==> src/rtl/sp_lane_align_ctrl_if.sv <==
// Byte stream and status bundle between the serial-to-parallel converter and
// the lane alignment controller.
interface sp_lane_align_ctrl_if;
  logic [7:0] in_data;
  logic       in_valid;
  logic [7:0] out_data;
  logic       out_valid;
  logic       active;
  logic       sync_lost;
  logic [1:0] state;
  logic [7:0] loss_count;

  // Byte source side: drives raw bytes, observes forwarded payload and status.
  modport master (
    output in_data,
    output in_valid,
    input  out_data,
    input  out_valid,
    input  active,
    input  sync_lost,
    input  state,
    input  loss_count
  );

  // Alignment controller side.
  modport slave (
    input  in_data,
    input  in_valid,
    output out_data,
    output out_valid,
    output active,
    output sync_lost,
    output state,
    output loss_count
  );
endinterface

==> src/rtl/sp_lane_align_ctrl.sv <==
// Byte-level lane alignment controller: locks on a run of COM symbols, forwards
// payload while locked, strips COM/IDL. Define SP_ALIGN_STATS_EN for the loss counter.
module sp_lane_align_ctrl #(
  parameter logic [7:0]  COM_BYTE   = 8'hBC,
  parameter logic [7:0]  IDL_BYTE   = 8'h7C,
  parameter int unsigned LOCK_COUNT = 4,
  parameter int unsigned MAX_GAP    = 16
) (
  input logic                 clk4f,
  input logic                 reset,
  sp_lane_align_ctrl_if.slave bus
);

  typedef enum logic [1:0] {
    StReset  = 2'b00,
    StSearch = 2'b01,
    StActive = 2'b10
  } state_e;

  localparam logic [3:0] LockLast = 4'(LOCK_COUNT - 1);
  localparam logic [7:0] GapLast  = 8'(MAX_GAP - 1);

  state_e     state_q, state_d;
  logic [3:0] com_cnt_q, com_cnt_d;
  logic [7:0] gap_cnt_q, gap_cnt_d;
  logic [7:0] out_data_q, out_data_d;
  logic       out_valid_q, out_valid_d;
  logic       sync_lost_q, sync_lost_d;

  logic is_com;
  logic is_idl;

  assign is_com = (bus.in_data == COM_BYTE);
  assign is_idl = (bus.in_data == IDL_BYTE);

  always_comb begin
    state_d     = state_q;
    com_cnt_d   = com_cnt_q;
    gap_cnt_d   = gap_cnt_q;
    out_data_d  = out_data_q;
    out_valid_d = 1'b0;
    sync_lost_d = 1'b0;

    unique case (state_q)
      StReset: begin
        state_d   = StSearch;
        com_cnt_d = '0;
        gap_cnt_d = '0;
      end

      StSearch: begin
        if (bus.in_valid) begin
          if (is_com) begin
            if (com_cnt_q >= LockLast) begin
              state_d   = StActive;
              com_cnt_d = '0;
              gap_cnt_d = '0;
            end else begin
              com_cnt_d = com_cnt_q + 4'd1;
            end
          end else begin
            com_cnt_d = '0;
          end
        end
      end

      StActive: begin
        if (bus.in_valid) begin
          if (is_com) begin
            gap_cnt_d = '0;
          end else if (gap_cnt_q >= GapLast) begin
            // Check precedes the increment so gap_cnt never reaches MAX_GAP or wraps.
            state_d     = StSearch;
            com_cnt_d   = '0;
            gap_cnt_d   = '0;
            sync_lost_d = 1'b1;
          end else begin
            gap_cnt_d = gap_cnt_q + 8'd1;
            if (!is_idl) begin
              out_data_d  = bus.in_data;
              out_valid_d = 1'b1;
            end
          end
        end
      end

      default: begin
        state_d = StReset;
      end
    endcase
  end

  always_ff @(posedge clk4f) begin
    if (reset) begin
      state_q     <= StReset;
      com_cnt_q   <= '0;
      gap_cnt_q   <= '0;
      out_data_q  <= 8'h00;
      out_valid_q <= 1'b0;
      sync_lost_q <= 1'b0;
    end else begin
      state_q     <= state_d;
      com_cnt_q   <= com_cnt_d;
      gap_cnt_q   <= gap_cnt_d;
      out_data_q  <= out_data_d;
      out_valid_q <= out_valid_d;
      sync_lost_q <= sync_lost_d;
    end
  end

`ifdef SP_ALIGN_STATS_EN
  logic [7:0] loss_count_q;

  always_ff @(posedge clk4f) begin
    if (reset) begin
      loss_count_q <= 8'h00;
    end else if (sync_lost_d && (loss_count_q != 8'hFF)) begin
      loss_count_q <= loss_count_q + 8'd1;
    end
  end

  assign bus.loss_count = loss_count_q;
`else
  assign bus.loss_count = 8'h00;
`endif

  assign bus.out_data  = out_data_q;
  assign bus.out_valid = out_valid_q;
  assign bus.sync_lost = sync_lost_q;
  assign bus.state     = state_q;
  assign bus.active    = (state_q == StActive);

endmodule
==> src/flat_wrapper.sv <==
// flat-port wrapper written by rule: the top's interface ports become plain ports
module sp_lane_align_ctrl_flat 
#(
  parameter logic [7:0]  COM_BYTE   = 8'hBC,
  parameter logic [7:0]  IDL_BYTE   = 8'h7C,
  parameter int unsigned LOCK_COUNT = 4,
  parameter int unsigned MAX_GAP    = 16
)
  (clk4f, reset, bus_in_data, bus_in_valid, bus_out_data, bus_out_valid, bus_active, bus_sync_lost, bus_state, bus_loss_count);
  sp_lane_align_ctrl_if bus_i ();
  input logic clk4f;
  input logic reset;
  input wire logic [$bits(bus_i.in_data)-1:0] bus_in_data;
  input wire logic [$bits(bus_i.in_valid)-1:0] bus_in_valid;
  output wire logic [$bits(bus_i.out_data)-1:0] bus_out_data;
  output wire logic [$bits(bus_i.out_valid)-1:0] bus_out_valid;
  output wire logic [$bits(bus_i.active)-1:0] bus_active;
  output wire logic [$bits(bus_i.sync_lost)-1:0] bus_sync_lost;
  output wire logic [$bits(bus_i.state)-1:0] bus_state;
  output wire logic [$bits(bus_i.loss_count)-1:0] bus_loss_count;
  assign bus_i.in_data = bus_in_data;
  assign bus_i.in_valid = bus_in_valid;
  assign bus_out_data = bus_i.out_data;
  assign bus_out_valid = bus_i.out_valid;
  assign bus_active = bus_i.active;
  assign bus_sync_lost = bus_i.sync_lost;
  assign bus_state = bus_i.state;
  assign bus_loss_count = bus_i.loss_count;
  sp_lane_align_ctrl #(.COM_BYTE(COM_BYTE), .IDL_BYTE(IDL_BYTE), .LOCK_COUNT(LOCK_COUNT), .MAX_GAP(MAX_GAP)) u_core (.clk4f(clk4f), .reset(reset), .bus(bus_i));
endmodule
==> config.mk <==
export PLATFORM = sky130hd
export DESIGN_NAME = sp_lane_align_ctrl_flat
export DESIGN_NICKNAME = d
export VERILOG_FILES = /design/src/rtl/sp_lane_align_ctrl_if.sv /design/src/rtl/sp_lane_align_ctrl.sv /design/src/flat_wrapper.sv
export SDC_FILE = /design/constraint.sdc
export NUM_CORES = 1
export LEC_CHECK = 0
export ABC_AREA = 1
export CAP_MARGIN = 20
export CORE_ASPECT_RATIO = 0.8
export CORE_MARGIN = 8
export CORE_UTILIZATION = 44
export DETAILED_ROUTE_END_ITERATION = 6
export PLACE_DENSITY = 0.86
export SKIP_LAST_GASP = 1
export SYNTH_ARGS = -nofsm -noshare
export SYNTH_HDL_FRONTEND = slang
export SYNTH_SLANG_ARGS = --single-unit
==> constraint.sdc <==
create_clock -name clk4f -period 1.5 [get_ports clk4f]
set_input_delay 0.225 -clock clk4f [delete_from_list [all_inputs] [get_ports clk4f]]
set_output_delay 0.225 -clock clk4f [all_outputs]
set_load 0.02 [all_outputs]
==> results.md, run 1 <==
- R2R cell count: 9
- Multi-input combinational cell area: 596 um^2
- Post-synthesis cell count: 185
- Hold Crit Depth: 2
- Largest family of logic cells by synthesized area: simple AND/OR/NAND/NOR gates
- Dpl cell area: 1540 um^2
- Drt first pass iters: 4
- Post-synthesis xor/xnor area fraction: 0%
- Routed WL: 2710 um
- DR DRC count: 0
- Syn avg cell area: 6.55 um^2
- Register bit total from synthesis: 24
- Root buf cell: clkbuf_4
- Slew Limit Fails: 0
- Routed WL per cell: between 10 and 15 um
- Antenna violations before repair: 0
- Hold Vio Cnt, Final: 0
- Reg2reg end: u_core.com_cnt_q[0]
- Clock Latency Late Sink: 0.31 ns
- Port bufs: 23
- Clk pin slew, worst setup/hold paths: 0.12 ns
- Core Rows: 17
- Dominant cells by area after synthesis: dfxtp_1 (40%), nand2_1 (16%), nor2_1 (12%)
- RSZ-0062 raised after global routing: true
- PnR worst setup slack: 0.0810 ns
- Violation count after the first detailed-route iteration: 69
- Setup_tns: 0 ns
- Pwr dens: 684 nW/um^2
- Die area: around 4700 um^2
- Hold path start: u_core.gap_cnt_q[6]
- ANT cells: 0
- Run status: completed
- Area growth syn-to-layout: 31.7%
- First-pass GRT wire length: 4440 um
- R2R setup slack: 0.08 ns
- Routed Antenna Nets: 0
- CP endpoint kind: register
- H-tree depth: 1
- Die Height: 62.9 um
- Required time of the critical path: roughly 1.8 ns
- Hold crit path type: register to register
- Clock skew: 0.00736 ns
- Synth Area in Simple Gates: 39.5%
- Setup-failing EPs final: 0
- Fillers: 262
- Total gr overflow: 0
- Vias in the first global route: 1039
- I/O pin cnt: 32
- DR vias/cell: between 4 and 5
- Pleak: 0.000868 uW
- Post-synthesis mux area share: 0%
- Worst r2r src: u_core.gap_cnt_q[1]
- Area share of the largest cell type after synthesis: 39.7%
- Max Cap Violations: 0
- Flip-flop and latch area: 482 um^2
- Post-route cell area: 1600 um^2
- Min-Delay Endpoint: u_core.gap_cnt_q[6]
- Chip Width: around 75 um
- CTS tree: built
- HPWL after detailed placement: slightly above 2000 um
- Initial Utilization: 45.2%
- Fmax: 0.705 GHz
- Final Cycle Share: a little over nine tenths
- GP Congestion: 0.881
- CTS Buf Count: 3
- Pre-CTS WS: -0.219 ns
- CP Max Fanout: 6
- Post-synthesis compound-gate area fraction: 3.62%
- Sequential area share after synthesis: 39.7%
- Maximum vdd drop: around 0.6 mV
- Deepest clock path buffer count: 2
- Total track usage: a little under an eighth
- Synthesized-area fraction occupied by adder cells: between 2 and 2.5%
- Crit path DAT: ~1.7 ns
- Synth Cell Area: 1210 um^2
- Via Count: 1147
- Share of cells above drive strength 1: between 10 and 15%
- Setup CP Type: register to register
- Largest net degree at the start of global routing: 19
- Clock sinks: 24
- Core Area: 2680 um^2
- Area leader, netlist: dfxtp_1
- # nets final: between 200 and 250
- Final Critical Period: 1.42 ns
- Yosys warns: 0
- Synth cell types: 23
- Startpoint type of the worst setup path: register
[sequential cells by signal (all words and copies together), names as in the netlist]
register,flops
u_core.com_cnt_q,4
u_core.bus.sync_lost,1
u_core.gap_cnt_q,8
u_core.bus.out_valid,1
u_core.bus.out_data,8
u_core.bus.state,2
[layer usage]
metal | global-route usage, % | routed length, um
met1 | 14.5 | 1200
met2 | 18.2 | 1300
met3 | 4.65 | 166
met4 | 3.66 | 38
met5 | 0 | 0
[per-stage QoR]
| stage | utilization, % | cells | power (uW) | hold slack, ns |
|---|---|---|---|---|
| 2_1_floorplan | - | 192 | 766 | 0.294 |
| 5_1_grt | 59.5 | 260 | 1140 | 0.475 |
| 6_report | 59.5 | 260 | 1090 | 0.450 |
| 4_1_cts | 58.5 | 260 | 1100 | 0.451 |
| 3_3_place_gp | 57.4 | 256 | 821 | 0.428 |
| 3_5_place_dp | 57.4 | 256 | 825 | 0.430 |
[power by group]
| group | total (uW) | internal, uW | switching [uW] |
|---|---|---|---|
| sequential | 651 | 646 | 5.42 |
| clock | 276 | 94.1 | 182 |
| combinational | 165 | 70.0 | 94.6 |
[synthesized netlist by cell type]
| cell | n |
|---|---|
| nor3_1 | 2 |
| nor4_1 | 1 |
| o21ai_0 | 1 |
| nand2_1 | 53 |
| o21ai_2 | 1 |
| buf_6 | 1 |
| nand2_2 | 2 |
| clkinv_1 | 1 |
| inv_1 | 26 |
| nand4_1 | 5 |
| dfxtp_1 | 24 |
| nand3_1 | 8 |
| conb_1 | 1 |
| nor2_1 | 38 |
| inv_2 | 1 |
| clkbuf_1 | 1 |
| nor2_2 | 2 |
| ha_1 | 2 |
| buf_4 | 8 |
| o211a_1 | 1 |
| nor2_4 | 1 |
| a21oi_1 | 4 |
| nand4_2 | 1 |
[placed cells by master, fill, tap and decap left out, types with 2 or more instances in the layout]
| master | count |
|---|---|
| dfxtp_1 | 23 |
| nor2_1 | 37 |
| nor2_2 | 3 |
| clkdlybuf4s50_1 | 10 |
| conb_1 | 8 |
| clkbuf_4 | 3 |
| dlygate4sd2_1 | 8 |
| nand2_2 | 4 |
| a21oi_1 | 3 |
| nor3_1 | 2 |
| buf_4 | 13 |
| nand2_1 | 51 |
| nand4_1 | 5 |
| nand3_1 | 7 |
| dlymetal6s2s_1 | 4 |
| inv_1 | 26 |
[what timing repair did]
action                                  CTS  global route
resized for setup                         9            14
buffers inserted                          1             0
pin swaps                                 1             0
hold buffers                              0             0
endpoints found under the setup margin   17            21
[critical path, cell delays in order, from the launching register on]
cell     delay [ns]
dfxtp_1        0.36
ha_2           0.20
nand3_1        0.16
nand3_2        0.12
nand2_1        0.09
nand2_1        0.08
nand2_2        0.10
nand2_1        0.08
nand2_1        0.06
nor2_1         0.11
[logic make-up (layout without fill, tap and decap cells)]
group | Yosys count | count (layout)
buf+inv | 38 | 68
simple gates | 113 | 113
fa+ha+maj | 2 | 2
compound gates | 7 | 7
flops | 24 | 24
other cells | 1 | 8
[cell type report]
type / count / share of cell area (%)
multi-input combinational: 130 / 37.3
sequential: 24 / 30.2
timing repair buffer: 37 / 21.5
inverter: 28 / 6.59
tap: 38 / 2.98
clock buffer: 3 / 1.41
[worst max path at each step]
stage	depth (start not counted)	end	from
after global routing	9	u_core.com_cnt_q[0]	u_core.gap_cnt_q[0]
after CTS	1	bus_out_data[2]	u_core.bus.out_data[2]
final	9	u_core.com_cnt_q[0]	u_core.gap_cnt_q[1]
after detailed placement	10	u_core.com_cnt_q[0]	bus_in_data[5]
after global placement	10	u_core.com_cnt_q[1]	bus_in_data[5]
after floorplan	8	u_core.bus.out_data[6]	u_core.bus.state[1]
Power figures use the tool's default switching activity.
==> run 2, diff against run 1 <==
--- a/config.mk
+++ b/config.mk
@@ -9,9 +9,9 @@
 export CAP_MARGIN = 20
 export CORE_ASPECT_RATIO = 0.8
 export CORE_MARGIN = 8
-export CORE_UTILIZATION = 44
+export CORE_UTILIZATION = 34
 export DETAILED_ROUTE_END_ITERATION = 6
-export PLACE_DENSITY = 0.86
+export PLACE_DENSITY = 0.71
 export SKIP_LAST_GASP = 1
 export SYNTH_ARGS = -nofsm -noshare
 export SYNTH_HDL_FRONTEND = slang
==> constraint.sdc (replaced) <==
create_clock -name clk4f -period 1.8 [get_ports clk4f]
set_input_delay 0.27 -clock clk4f [delete_from_list [all_inputs] [get_ports clk4f]]
set_output_delay 0.27 -clock clk4f [all_outputs]
set_load 0.02 [all_outputs]
==> results.md, run 2 (synthesized netlist as in run 1, its figures left out) <==
- Deepest clock path buffer count: 2
- Clock Latency Late Sink: 0.27 ns
- Total gr overflow: 0
- First-pass GRT wire length: about 4500 um
- Routed WL: 2640 um
- Routed WL per cell: slightly above 10 um
- Slew Limit Fails: 0
- Sw Share: 24.0%
- Via Count: between 1000 and 1500
- Clk pwr share: a little over a third
- CP Buf/Inv Count: 1
- CP top delay family: buffers and inverters
- Die Height: 69.4 um
- Vias in the first global route: 1024
- Hold_buf cts: 0
- WHS: roughly 0.44 ns
- Hold crit path type: register to register
- Setup CP Type: register to output port
- Placed Cells: 253
- Routed Antenna Nets: 0
- Hold Vio Cnt, Final: 0
- CP Cell Sequence: clkdlybuf4s50_1
- HPWL after detailed placement: 2150 um
- CP peak stage delay: 0.65 ns
- Core Rows: 19
- Setup-failing EPs final: 0
- Final Critical Period: 1.62 ns
- I/O pin cnt: 32
- GP Congestion: around 0.80
- Commonest non-fill, non-tap cell in the layout: nand2_1
- Flip-flop and latch area: 480 um^2
- Total track usage: 9.71%
- Required time of the critical path: 1.53 ns
- Multi-input combinational cell area: 577 um^2
- Crit path DAT: 1.35 ns
- CTS tree: built
- Drt first pass iters: 4
- Comb pwr share: 11.9%
- Chip Width: 82.7 um
- Psw: around 250 uW
- PnR worst setup slack: 0.180 ns
- H-tree depth: 1
- Core Area: 3420 um^2
- CP endpoint kind: output port
- Run status: completed
- Clock skew: ~0.0011 ns
- Internal power: 781 uW
- Clock sinks: 24
- Commonest cells after routing, fill and taps aside: nand2_1 (53), nor2_1 (38), inv_1 (26)
- Share of cells above drive strength 1: about 8.4%
- Slowest cell on crit path: clkdlybuf4s50_1
- # nets final: 229
- CTS Buf Count: 3
- CP Max Fanout: 6
- Max Cap Violations: 0
- Final Non-Filler Cells: ~260
- RSZ-0062 raised after global routing: false
- Overall Power: 1030 uW
- Setup_tns: 0 ns
- Pre-CTS WS: -0.0106 ns
- Initial Utilization: 35.4%
- DR DRC count: 0
- Flop pwr share: 52.8%
- ANT cells: 0
- Antenna violations before repair: 0
- Fillers: 375
- Pleak: 0.000727 uW
- Violation count after the first detailed-route iteration: 50
- Largest net degree at the start of global routing: 17
- Pwr dens: 666 nW/um^2
- Startpoint type of the worst setup path: register
- Maximum vdd drop: between 0.3 and 0.4 mV
- Clk pin slew, worst setup/hold paths: about 0.08 ns
- Root buf cell: clkbuf_8
- Die area: 5740 um^2
- Area growth syn-to-layout: 27.5%
- Port bufs: 23
- Final Cycle Share: 90.0%
- Fmax: 0.617 GHz
- DR vias/cell: 4.27
-- run 2: changes by cell type in the layout (fill, tap and decap cells not counted), sizes merged --
cell           delta
clkdlybuf4s50    +12
buf               -8
dlygate4sd2       -7
dlymetal6s2s      -4
-- run 2: final timing paths --
kind / slack [ns] / start / endpoint / cells after the start
setup / recovery: 0.18 / u_core.bus.state[1] / bus_state[1] / 1
hold / removal: 0.44 / u_core.gap_cnt_q[6] / u_core.gap_cnt_q[6] / 2
setup reg to reg: 0.29 / u_core.gap_cnt_q[0] / u_core.bus.out_data[7] / 7
hold reg to reg: 0.44 / u_core.gap_cnt_q[6] / u_core.gap_cnt_q[6] / 2
-- run 2: per-layer routing --
metal | part of all wire, % | GRT usage [%] | up-vias | routed length [um]
li1 | - | - | 604 | -
met1 | 51 | 13.0 | 459 | 1350
met2 | 39 | 13.2 | 26 | 1030
met3 | 8.1 | 4.40 | 8 | 214
met4 | 1.7 | 3.44 | 0 | 45
met5 | 0 | 0 | - | 0
-- run 2: final cells by class --
class                           instances  area share, %
Sequential cell                        24           31.1
Tap cell                               42           3.40
Multi-Input combinational cell        130           37.4
Clock buffer                            4           3.57
Inverter                               28           6.81
Timing Repair Buffer                   29           17.7
-- run 2: power groups by stage --
stage          registers, uW  logic (uW)  clock network [uW]
2_1_floorplan            556        82.5                   0
3_3_place_gp             555         120                   0
3_5_place_dp             555         121                   0
4_1_cts                  542         122                 379
5_1_grt                  544         137                 403
6_report                 542         122                 364
-- run 2: stage by stage --
step | util [%] | cell area [um^2]
CTS | 45.1 | 1540
global route | 45.1 | 1540
detailed placement | 43.5 | 1490
floorplan | - | 1240
finish | 45.1 | 1540
global placement | 43.5 | 1490
-- run 2: timing repair --
action	4_1_cts	5_1_grt
setup endpoints to repair	1	0
hold endpoints to repair	0	0
gates resized for setup	1	0
buffers inserted	0	0
